<file path="config.mk">
export PLATFORM = sky130hd
export DESIGN_NAME = uart_rx_cfg
export DESIGN_NICKNAME = d
export VERILOG_FILES = /design/src/rtl/uart_pkg.sv /design/src/rtl/sync_2ff.sv /design/src/rtl/uart_rx_cfg.sv
export SDC_FILE = /design/constraint.sdc
export NUM_CORES = 1
export LEC_CHECK = 0
export ABC_AREA = 1
export CAP_MARGIN = 20
export CORE_UTILIZATION = 60
export DETAILED_ROUTE_END_ITERATION = 6
export PLACE_DENSITY_LB_ADDON = 0.08
export SKIP_CTS_REPAIR_TIMING = 1
export SLEW_MARGIN = 40
export SYNTH_ARGS = -nofsm -noshare
export SYNTH_HDL_FRONTEND = slang
export SYNTH_HIERARCHICAL = 1
export SYNTH_SLANG_ARGS = --single-unit
</file>
<file path="constraint.sdc">
create_clock -name i_clk -period 3.2 [get_ports i_clk]
set_clock_uncertainty 0.1 [all_clocks]
set_input_delay 0.8 -clock i_clk [delete_from_list [all_inputs] [get_ports i_clk]]
set_output_delay 0.8 -clock i_clk [all_outputs]
set_load 0.05 [all_outputs]
</file>
<file path="src/rtl/uart_pkg.sv">
// Shared UART definitions: receiver state encodings, parity modes and frame limits.
// Used by the configurable receiver and the matching transmitter.
package uart_pkg;

    typedef enum logic [2:0] {
        ST_IDLE      = 3'd0,
        ST_START     = 3'd1,
        ST_DATA      = 3'd2,
        ST_PARITY    = 3'd3,
        ST_STOP      = 3'd4,
        ST_WAIT_HIGH = 3'd5
    } rx_state_e;

    localparam logic [1:0] PAR_NONE = 2'b00;
    localparam logic [1:0] PAR_EVEN = 2'b01;
    localparam logic [1:0] PAR_ODD  = 2'b10;

    localparam int unsigned MIN_DATA_BITS = 5;

    function automatic logic par_enabled(input logic [1:0] mode);
        return (mode == PAR_EVEN) || (mode == PAR_ODD);
    endfunction

endpackage

</file>
<file path="src/rtl/sync_2ff.sv">
// Two-flop synchroniser for a single asynchronous input; reset value is a parameter
// so that idle-high lines come out of reset in their idle state.
module sync_2ff #(
    parameter logic RST_VAL = 1'b1
) (
    input  logic i_clk,
    input  logic i_reset,
    input  logic i_d,
    output logic o_q
);

    logic r_meta;
    logic r_sync;

    always_ff @(posedge i_clk) begin
        if (i_reset) begin
            r_meta <= RST_VAL;
            r_sync <= RST_VAL;
        end else begin
            r_meta <= i_d;
            r_sync <= r_meta;
        end
    end

    assign o_q = r_sync;

endmodule

</file>
<file path="src/rtl/uart_rx_cfg.sv">
// Runtime-configurable UART receiver (5..NB_DATA data bits, none/even/odd parity,
// 1 or 2 stop bits) driven by an oversampling tick, with false-start rejection.
module uart_rx_cfg
    import uart_pkg::*;
#(
    parameter int unsigned NB_DATA = 8,
    parameter int unsigned OVS     = 16
) (
    input  logic               i_clk,
    input  logic               i_reset,
    input  logic               i_rx,
    input  logic               i_tick,
    input  logic [3:0]         i_nbits,
    input  logic [1:0]         i_parity_mode,
    input  logic               i_stop2,
    output logic [NB_DATA-1:0] o_data,
    output logic               o_rx_done_tick,
    output logic               o_parity_err,
    output logic               o_frame_err,
    output logic               o_busy
);

    localparam int unsigned S_W = $clog2(OVS);
    localparam int unsigned N_W = $clog2(NB_DATA + 1);

    logic w_rx_s;

    rx_state_e          r_state,       w_state_next;
    logic [S_W-1:0]     r_s,           w_s_next;
    logic [N_W-1:0]     r_n,           w_n_next;
    logic [NB_DATA-1:0] r_shift,       w_shift_next;
    logic [N_W-1:0]     r_nbits,       w_nbits_next;
    logic               r_par_en,      w_par_en_next;
    logic               r_par_odd,     w_par_odd_next;
    logic               r_stop2,       w_stop2_next;
    logic               r_stop_second, w_stop_second_next;
    logic               r_perr,        w_perr_next;
    logic               r_ferr,        w_ferr_next;
    logic [NB_DATA-1:0] r_data,        w_data_next;
    logic               r_done,        w_done_next;
    logic               r_perr_out,    w_perr_out_next;
    logic               r_ferr_out,    w_ferr_out_next;
    logic               r_busy,        w_busy_next;
    logic [N_W-1:0]     w_nbits_clamped;
    logic               w_ferr_acc;

    sync_2ff #(.RST_VAL(1'b1)) u_sync_rx (
        .i_clk   (i_clk),
        .i_reset (i_reset),
        .i_d     (i_rx),
        .o_q     (w_rx_s)
    );

    // Clamp the requested word length into the supported range.
    always_comb begin
        if (i_nbits < 4'(MIN_DATA_BITS)) begin
            w_nbits_clamped = N_W'(MIN_DATA_BITS);
        end else if (i_nbits > 4'(NB_DATA)) begin
            w_nbits_clamped = N_W'(NB_DATA);
        end else begin
            w_nbits_clamped = N_W'(i_nbits);
        end
    end

    always_ff @(posedge i_clk) begin
        if (i_reset) begin
            r_state       <= ST_IDLE;
            r_s           <= '0;
            r_n           <= '0;
            r_shift       <= '0;
            r_nbits       <= N_W'(NB_DATA);
            r_par_en      <= 1'b0;
            r_par_odd     <= 1'b0;
            r_stop2       <= 1'b0;
            r_stop_second <= 1'b0;
            r_perr        <= 1'b0;
            r_ferr        <= 1'b0;
            r_data        <= '0;
            r_done        <= 1'b0;
            r_perr_out    <= 1'b0;
            r_ferr_out    <= 1'b0;
            r_busy        <= 1'b0;
        end else begin
            r_state       <= w_state_next;
            r_s           <= w_s_next;
            r_n           <= w_n_next;
            r_shift       <= w_shift_next;
            r_nbits       <= w_nbits_next;
            r_par_en      <= w_par_en_next;
            r_par_odd     <= w_par_odd_next;
            r_stop2       <= w_stop2_next;
            r_stop_second <= w_stop_second_next;
            r_perr        <= w_perr_next;
            r_ferr        <= w_ferr_next;
            r_data        <= w_data_next;
            r_done        <= w_done_next;
            r_perr_out    <= w_perr_out_next;
            r_ferr_out    <= w_ferr_out_next;
            r_busy        <= w_busy_next;
        end
    end

    always_comb begin
        w_state_next       = r_state;
        w_s_next           = r_s;
        w_n_next           = r_n;
        w_shift_next       = r_shift;
        w_nbits_next       = r_nbits;
        w_par_en_next      = r_par_en;
        w_par_odd_next     = r_par_odd;
        w_stop2_next       = r_stop2;
        w_stop_second_next = r_stop_second;
        w_perr_next        = r_perr;
        w_ferr_next        = r_ferr;
        w_data_next        = r_data;
        w_done_next        = 1'b0;
        w_perr_out_next    = r_perr_out;
        w_ferr_out_next    = r_ferr_out;
        w_ferr_acc         = r_ferr | ~w_rx_s;

        case (r_state)
            // Frame configuration is frozen at the falling edge of the start bit.
            ST_IDLE: begin
                if (!w_rx_s) begin
                    w_state_next   = ST_START;
                    w_s_next       = '0;
                    w_nbits_next   = w_nbits_clamped;
                    w_par_en_next  = par_enabled(i_parity_mode);
                    w_par_odd_next = (i_parity_mode == PAR_ODD);
                    w_stop2_next   = i_stop2;
                end
            end
            ST_START: begin
                if (i_tick) begin
                    if (r_s == S_W'(OVS / 2 - 1)) begin
                        w_s_next = '0;
                        if (!w_rx_s) begin
                            w_state_next       = ST_DATA;
                            w_n_next           = '0;
                            w_shift_next       = '0;
                            w_perr_next        = 1'b0;
                            w_ferr_next        = 1'b0;
                            w_stop_second_next = 1'b0;
                        end else begin
                            w_state_next = ST_IDLE;
                        end
                    end else begin
                        w_s_next = r_s + S_W'(1);
                    end
                end
            end
            ST_DATA: begin
                if (i_tick) begin
                    if (r_s == S_W'(OVS - 1)) begin
                        w_s_next = '0;
                        for (int i = 0; i < int'(NB_DATA); i++) begin
                            if (r_n == N_W'(i)) begin
                                w_shift_next[i] = w_rx_s;
                            end
                        end
                        if (r_n == r_nbits - N_W'(1)) begin
                            w_state_next = r_par_en ? ST_PARITY : ST_STOP;
                        end else begin
                            w_n_next = r_n + N_W'(1);
                        end
                    end else begin
                        w_s_next = r_s + S_W'(1);
                    end
                end
            end
            ST_PARITY: begin
                if (i_tick) begin
                    if (r_s == S_W'(OVS - 1)) begin
                        w_s_next     = '0;
                        w_perr_next  = ((^r_shift) ^ w_rx_s) != r_par_odd;
                        w_state_next = ST_STOP;
                    end else begin
                        w_s_next = r_s + S_W'(1);
                    end
                end
            end
            // Framing error accumulates across both stop bits when two are configured.
            ST_STOP: begin
                if (i_tick) begin
                    if (r_s == S_W'(OVS - 1)) begin
                        w_s_next    = '0;
                        w_ferr_next = w_ferr_acc;
                        if (r_stop2 && !r_stop_second) begin
                            w_stop_second_next = 1'b1;
                        end else begin
                            w_data_next     = r_shift;
                            w_perr_out_next = r_perr;
                            w_ferr_out_next = w_ferr_acc;
                            w_done_next     = 1'b1;
                            w_state_next    = w_rx_s ? ST_IDLE : ST_WAIT_HIGH;
                        end
                    end else begin
                        w_s_next = r_s + S_W'(1);
                    end
                end
            end
            ST_WAIT_HIGH: begin
                if (w_rx_s) begin
                    w_state_next = ST_IDLE;
                end
            end
            default: begin
                w_state_next = ST_IDLE;
                w_s_next     = '0;
                w_n_next     = '0;
            end
        endcase

        w_busy_next = (w_state_next != ST_IDLE);
    end

    assign o_data         = r_data;
    assign o_rx_done_tick = r_done;
    assign o_parity_err   = r_perr_out;
    assign o_frame_err    = r_ferr_out;
    assign o_busy         = r_busy;

endmodule

</file>
== Word-level counts from Yosys, hierarchy flattened ==
Index checks and enable logic that the tools add are counted.
Cells by class
  $add $sub $neg: 3
  $lt $le $gt $ge: 2
  eq/ne operators: 39
  mux-type cells: 58
  bitwise operators: 9
  reductions and logical operators: 28
Operators with widths (count)
  7-bit AND reduction: 10
  4-bit 2-to-1 mux: 12
  3-bit 2-to-1 mux: 14
  8-bit 2-to-1 mux: 5
  2-bit != test, second input constant: 20
  4-bit by 3-bit equality test with 1-bit output, second input constant: 5
  1-bit 2-to-1 mux: 19
  3-bit case mux with 6 select lines: 1
  4-bit case mux with 4 select lines: 1
  8-bit case mux with 2 select lines: 1
  4-bit case mux with 3 select lines: 1
  6-bit AND reduction: 2
  4-bit by 1-bit adder with 4-bit output, second input constant: 2
  4-bit by 2-bit equality test with 1-bit output, second input constant: 2
  4-bit AND reduction: 2
  4-bit OR reduction: 2
  8-bit XOR reduction: 1
  1-bit NOT: 7
  3-bit by 2-bit equality test with 1-bit output, second input constant: 2
  3-bit equality test, second input constant: 2
  1-bit case mux with 2 select lines: 3
  2-bit nonzero test: 3
  4-bit by 1-bit equality test with 1-bit output, second input constant: 1
  4-bit equality test: 1
  other kinds (20): 20
Word-level totals
  register bits after elaboration: 43
  input port bits: 11

== Longest topological paths before layout ==
  depth after elaboration: 7
  mapped depth: 13
  gate-level depth less buffers: 13

== Hierarchy ==
Netlist, hierarchy kept.
Modules (own cells, without submodules)
  uart_rx_cfg: times used 1, cells an instance 342, area an instance 2302.2 µm², seq. area each 820.8 µm²
  sync_2ff: times used 1, cells an instance 7, area an instance 58.8 µm², seq. area each 40.0 µm²

== Worst setup path after synthesis ==
Ideal clock, no wire load.
  path kind: input to register
  start point: input port i_reset
  end point: register r_shift[1]
  library setup time: 0.118 ns
  arrival time: 1.577 ns
  data required time: 2.982 ns
  path slack: 1.405 ns
  cell stages on the path: 6
  buffers on the path: 3
  cells stage by stage: clkbuf_1 -> inv_1 -> buf_2 -> buf_1 -> o21ai_0 -> nor2_1
RTL lines
  from (decl): RTL line uart_rx_cfg.sv:10  | input logic i_reset,
  to (signal assigned): RTL line uart_rx_cfg.sv:87  | r_shift <= w_shift_next;
  to (decl): RTL line uart_rx_cfg.sv:31  | logic [NB_DATA-1:0] r_shift, w_shift_next;

== Worst setup path after layout ==
  start point: input port i_tick
  end point: register r_data[1], in the netlist o_data[1]
On the way
  word-level cells in the longest chain between the ends: 1
RTL lines
  from (decl): RTL line uart_rx_cfg.sv:12  | input logic i_tick,
  4-bit AND reduction (no source line)
  to (signal assigned): RTL line uart_rx_cfg.sv:95  | r_data <= w_data_next;
  to (decl): RTL line uart_rx_cfg.sv:39  | logic [NB_DATA-1:0] r_data, w_data_next;
Every way passes these cells.
A chain may end at the register's enable or synchronous reset.

==> flow_summary.toml <==
[worst_setup_path]
path_buf_inv = 2
cpMaxStageDelayCell = "clkdlybuf4s50_1"
max_stage_delay_ps = 560
worstPathCellList = "clkdlybuf4s50_1 > nand3_1 > nor2_1 > nand2_1 > clkinv_1 > o21ai_0 > a21oi_1"
start_kind = "input port"
cp.arrival_ps = 2530
endpoint_kind = "register"
crit_family = "buffers and inverters"
critPathKind = "input port to register"
critPathRequiredTime_ps = 3330
cp_max_fo = 11

[cts]
cts.sinks = 43
cts-buffers-inserted = 5
clk_latency_ps = 290
clockBufferDepth = 2
cts_tree = "yes"
clk_pin_slew_worst_paths_ps = 80
cts_max_level = 2
cts-root-buf = "clkbuf_8"

[layout]
drive_gt1_share_pct = 7.796
num_antenna_cells = 0
area_growth_pct = 14.89
multi_input_area_um2 = 1274
nets = 389
fin_util_pct = 73.00
seqCellArea_um2 = 860.8
n_fill_cell = 321

[sta]
setup_viol = 0
slew_viol_final = 0
fmax_mhz = 416.9
fin_crit_sh_pct = 74.95
tightest_slew_ps = 767.3
setup_tns_ps = 0
slew_headroom_pct = 48.79
min_period_ps = 2398
rsz0062_at_grt = "no"
hold_viol = 0

[routing]
routed_via_density = 5.207
vias = 2187
drt_first_pass_iters = 4
wl_um = 4877
route.detailed.drc = 0
drt_iter0_markers = 122
route.antenna.remaining_nets = 0
post_drt_wl_per_cell_um = 11.61

[floorplanning]
core_area_um2 = 3716
row_count = 22
die_h_um = 64.73
die_w_um = 64.73
ioPinCount = 23
start_util_pct = 63.54
dieArea_um2 = 4190

[yosys]
synth_area_leader_cell = "dfxtp_1"
avgSynthCellArea_um2 = 6.765
yosys_warnings = 6
synth_area_leaders = "dfxtp_1 (36%), nand2_1 (12%), nor2_1 (8.9%)"
yosysSeqAreaShare_pct = 36.46
synth_area_um2 = 2361
ys_ff_latch = 43
synth_cell_types = 31
syn_inst = 349
synth_nets = 367
synth_top_area_share_pct = 36.46

[run]
maxCapViolCount = 0

[grt]
grt_pass1_wl_um = 8480
grt_max_degree = 30
grt_usage_pct = 25.78
grt_pass1_vias = 2075
overflow = 0
antenna_found_initial = 0

[status]
outcome = "finished, final reports clean"

[power]
finalPower_uw = 1217
worst_ir_drop_vdd_v = 0.0003764
p_leak_uw = 0.001290
power.density_nw_per_um2 = 448.6

[placed_design]
gp_congestion = 0.9199
io_buffers = 22
hpwlAfterDp_um = 3688

[worst_hold_path]
hold_path_class = "register to register"
-- cell type report --
type / count / share of cell area (%)
inverters: 46 / 6.550
repair buffers: 23 / 8.395
multi-input cells: 252 / 46.96
clock inverters: 3 / 1.614
flip-flops and latches: 43 / 31.73
clock buffers: 5 / 2.537
well taps: 48 / 2.214
-- metal layers --
metal | track usage, % | routed length (um) | vias up
met1 | 31.58 | 2220 | 994
met5 | 0 | 0 | -
met3 | 6.514 | 225 | 4
li1 | - | - | 1152
met2 | 44.14 | 2396 | 37
met4 | 7.500 | 34 | 0
-- worst min-delay path: stages (launching register included) --
cell and delay (ps):
dfxtp_1 310, inv_1 30, nand2_1 60
-- cell usage after synthesis --
cell / number
a21oi_1: 25
a22oi_4: 1
buf_1: 1
buf_2: 3
buf_6: 2
clkbuf_1: 2
clkinv_1: 1
dfxtp_1: 43
ha_1: 7
inv_1: 40
inv_2: 3
inv_4: 2
nand2_1: 74
nand2_2: 3
nand2_4: 1
nand3_1: 14
nand3_2: 2
nand3b_1: 1
nand4_1: 6
nor2_1: 56
nor2_2: 5
nor2_4: 2
nor3_1: 11
o211ai_1: 2
o21ai_0: 25
o21ai_1: 2
o21ai_2: 1
o21bai_1: 1
or2_1: 1
xnor2_1: 3
xor2_1: 9
-- power by group --
| part | leakage, uW | total, uW | switching (uW) | internal (uW) |
|---|---|---|---|---|
| clock | 0.0000581 | 419 | 186 | 232 |
| combinational | 0.000883 | 218 | 138 | 80.7 |
| sequential | 0.000349 | 580 | 21.5 | 558 |
-- through the flow --
step / instances / hold WS [ps] / instance area (um^2) / setup slack [ps]
floorplan: 349 / 286.5 / 2361 / 1405
global placement: 412 / 305.8 / 2600 / 577.7
detailed placement: 412 / 309.6 / 2600 / 517.5
CTS: 420 / 322.9 / 2713 / 822.7
global route: 420 / 349.9 / 2713 / 593.0
finish: 420 / 324.0 / 2713 / 801.6
-- flip-flops by register name (all words and copies together) (netlist names) --
| signal | flops |
|---|---|
| r_nbits | 4 |
| r_par_odd | 1 |
| o_busy | 1 |
| o_parity_err | 1 |
| r_s | 4 |
| u_sync_rx/r_meta | 1 |
| r_n | 4 |
| r_stop_second | 1 |
| r_par_en | 1 |
| u_sync_rx/o_q | 1 |
| r_perr | 1 |
| r_stop2 | 1 |
| o_frame_err | 1 |
| r_ferr | 1 |
| r_shift | 8 |
| r_state | 3 |
| o_rx_done_tick | 1 |
| o_data | 8 |
-- kinds of logic (layout without fill, tap and decap cells) --
group | count (synthesis) | count (layout) | synth area share (%)
flip-flops | 43 | 43 | 36.46
AO/OA/AOI/OAI | 57 | 57 | 13.25
XOR/XNOR | 12 | 12 | 4.452
adder cells (fa/ha/maj) | 7 | 7 | 3.709
buffers and inverters | 54 | 77 | 9.591
AND/OR/NAND/NOR | 176 | 176 | 32.54
-- placed cells by master, fill, tap and decap left out --
cell	instances
nand3_2	2
clkbuf_8	5
o21ai_2	1
nand4_1	6
xor2_1	9
nand2_1	74
dfxtp_1	43
inv_4	2
nor2_1	56
buf_4	1
ha_1	7
o211ai_1	2
o21ai_0	25
nand3b_1	1
a21oi_1	25
nand2_2	3
o21ai_1	2
inv_2	3
bufinv_16	1
inv_1	40
nor3_1	11
or2_1	1
clkinv_2	1
clkinv_4	1
o21bai_1	1
nand3_1	14
clkinv_1	1
nor2_4	2
a22oi_4	1
nor2_2	5
clkdlybuf4s50_1	22
nand2_4	1
xnor2_1	3
-- worst paths after layout --
path                    startpoint             to  slack (ps)  cells past startpoint
setup / recovery            i_tick      o_data[1]         800                      7
hold / removal    u_sync_rx/r_meta  u_sync_rx/o_q         320                      2
setup reg to reg            r_s[0]      o_data[1]        1180                      9
hold reg to reg   u_sync_rx/r_meta  u_sync_rx/o_q         320                      2
(Power assumes the default switching activity.)
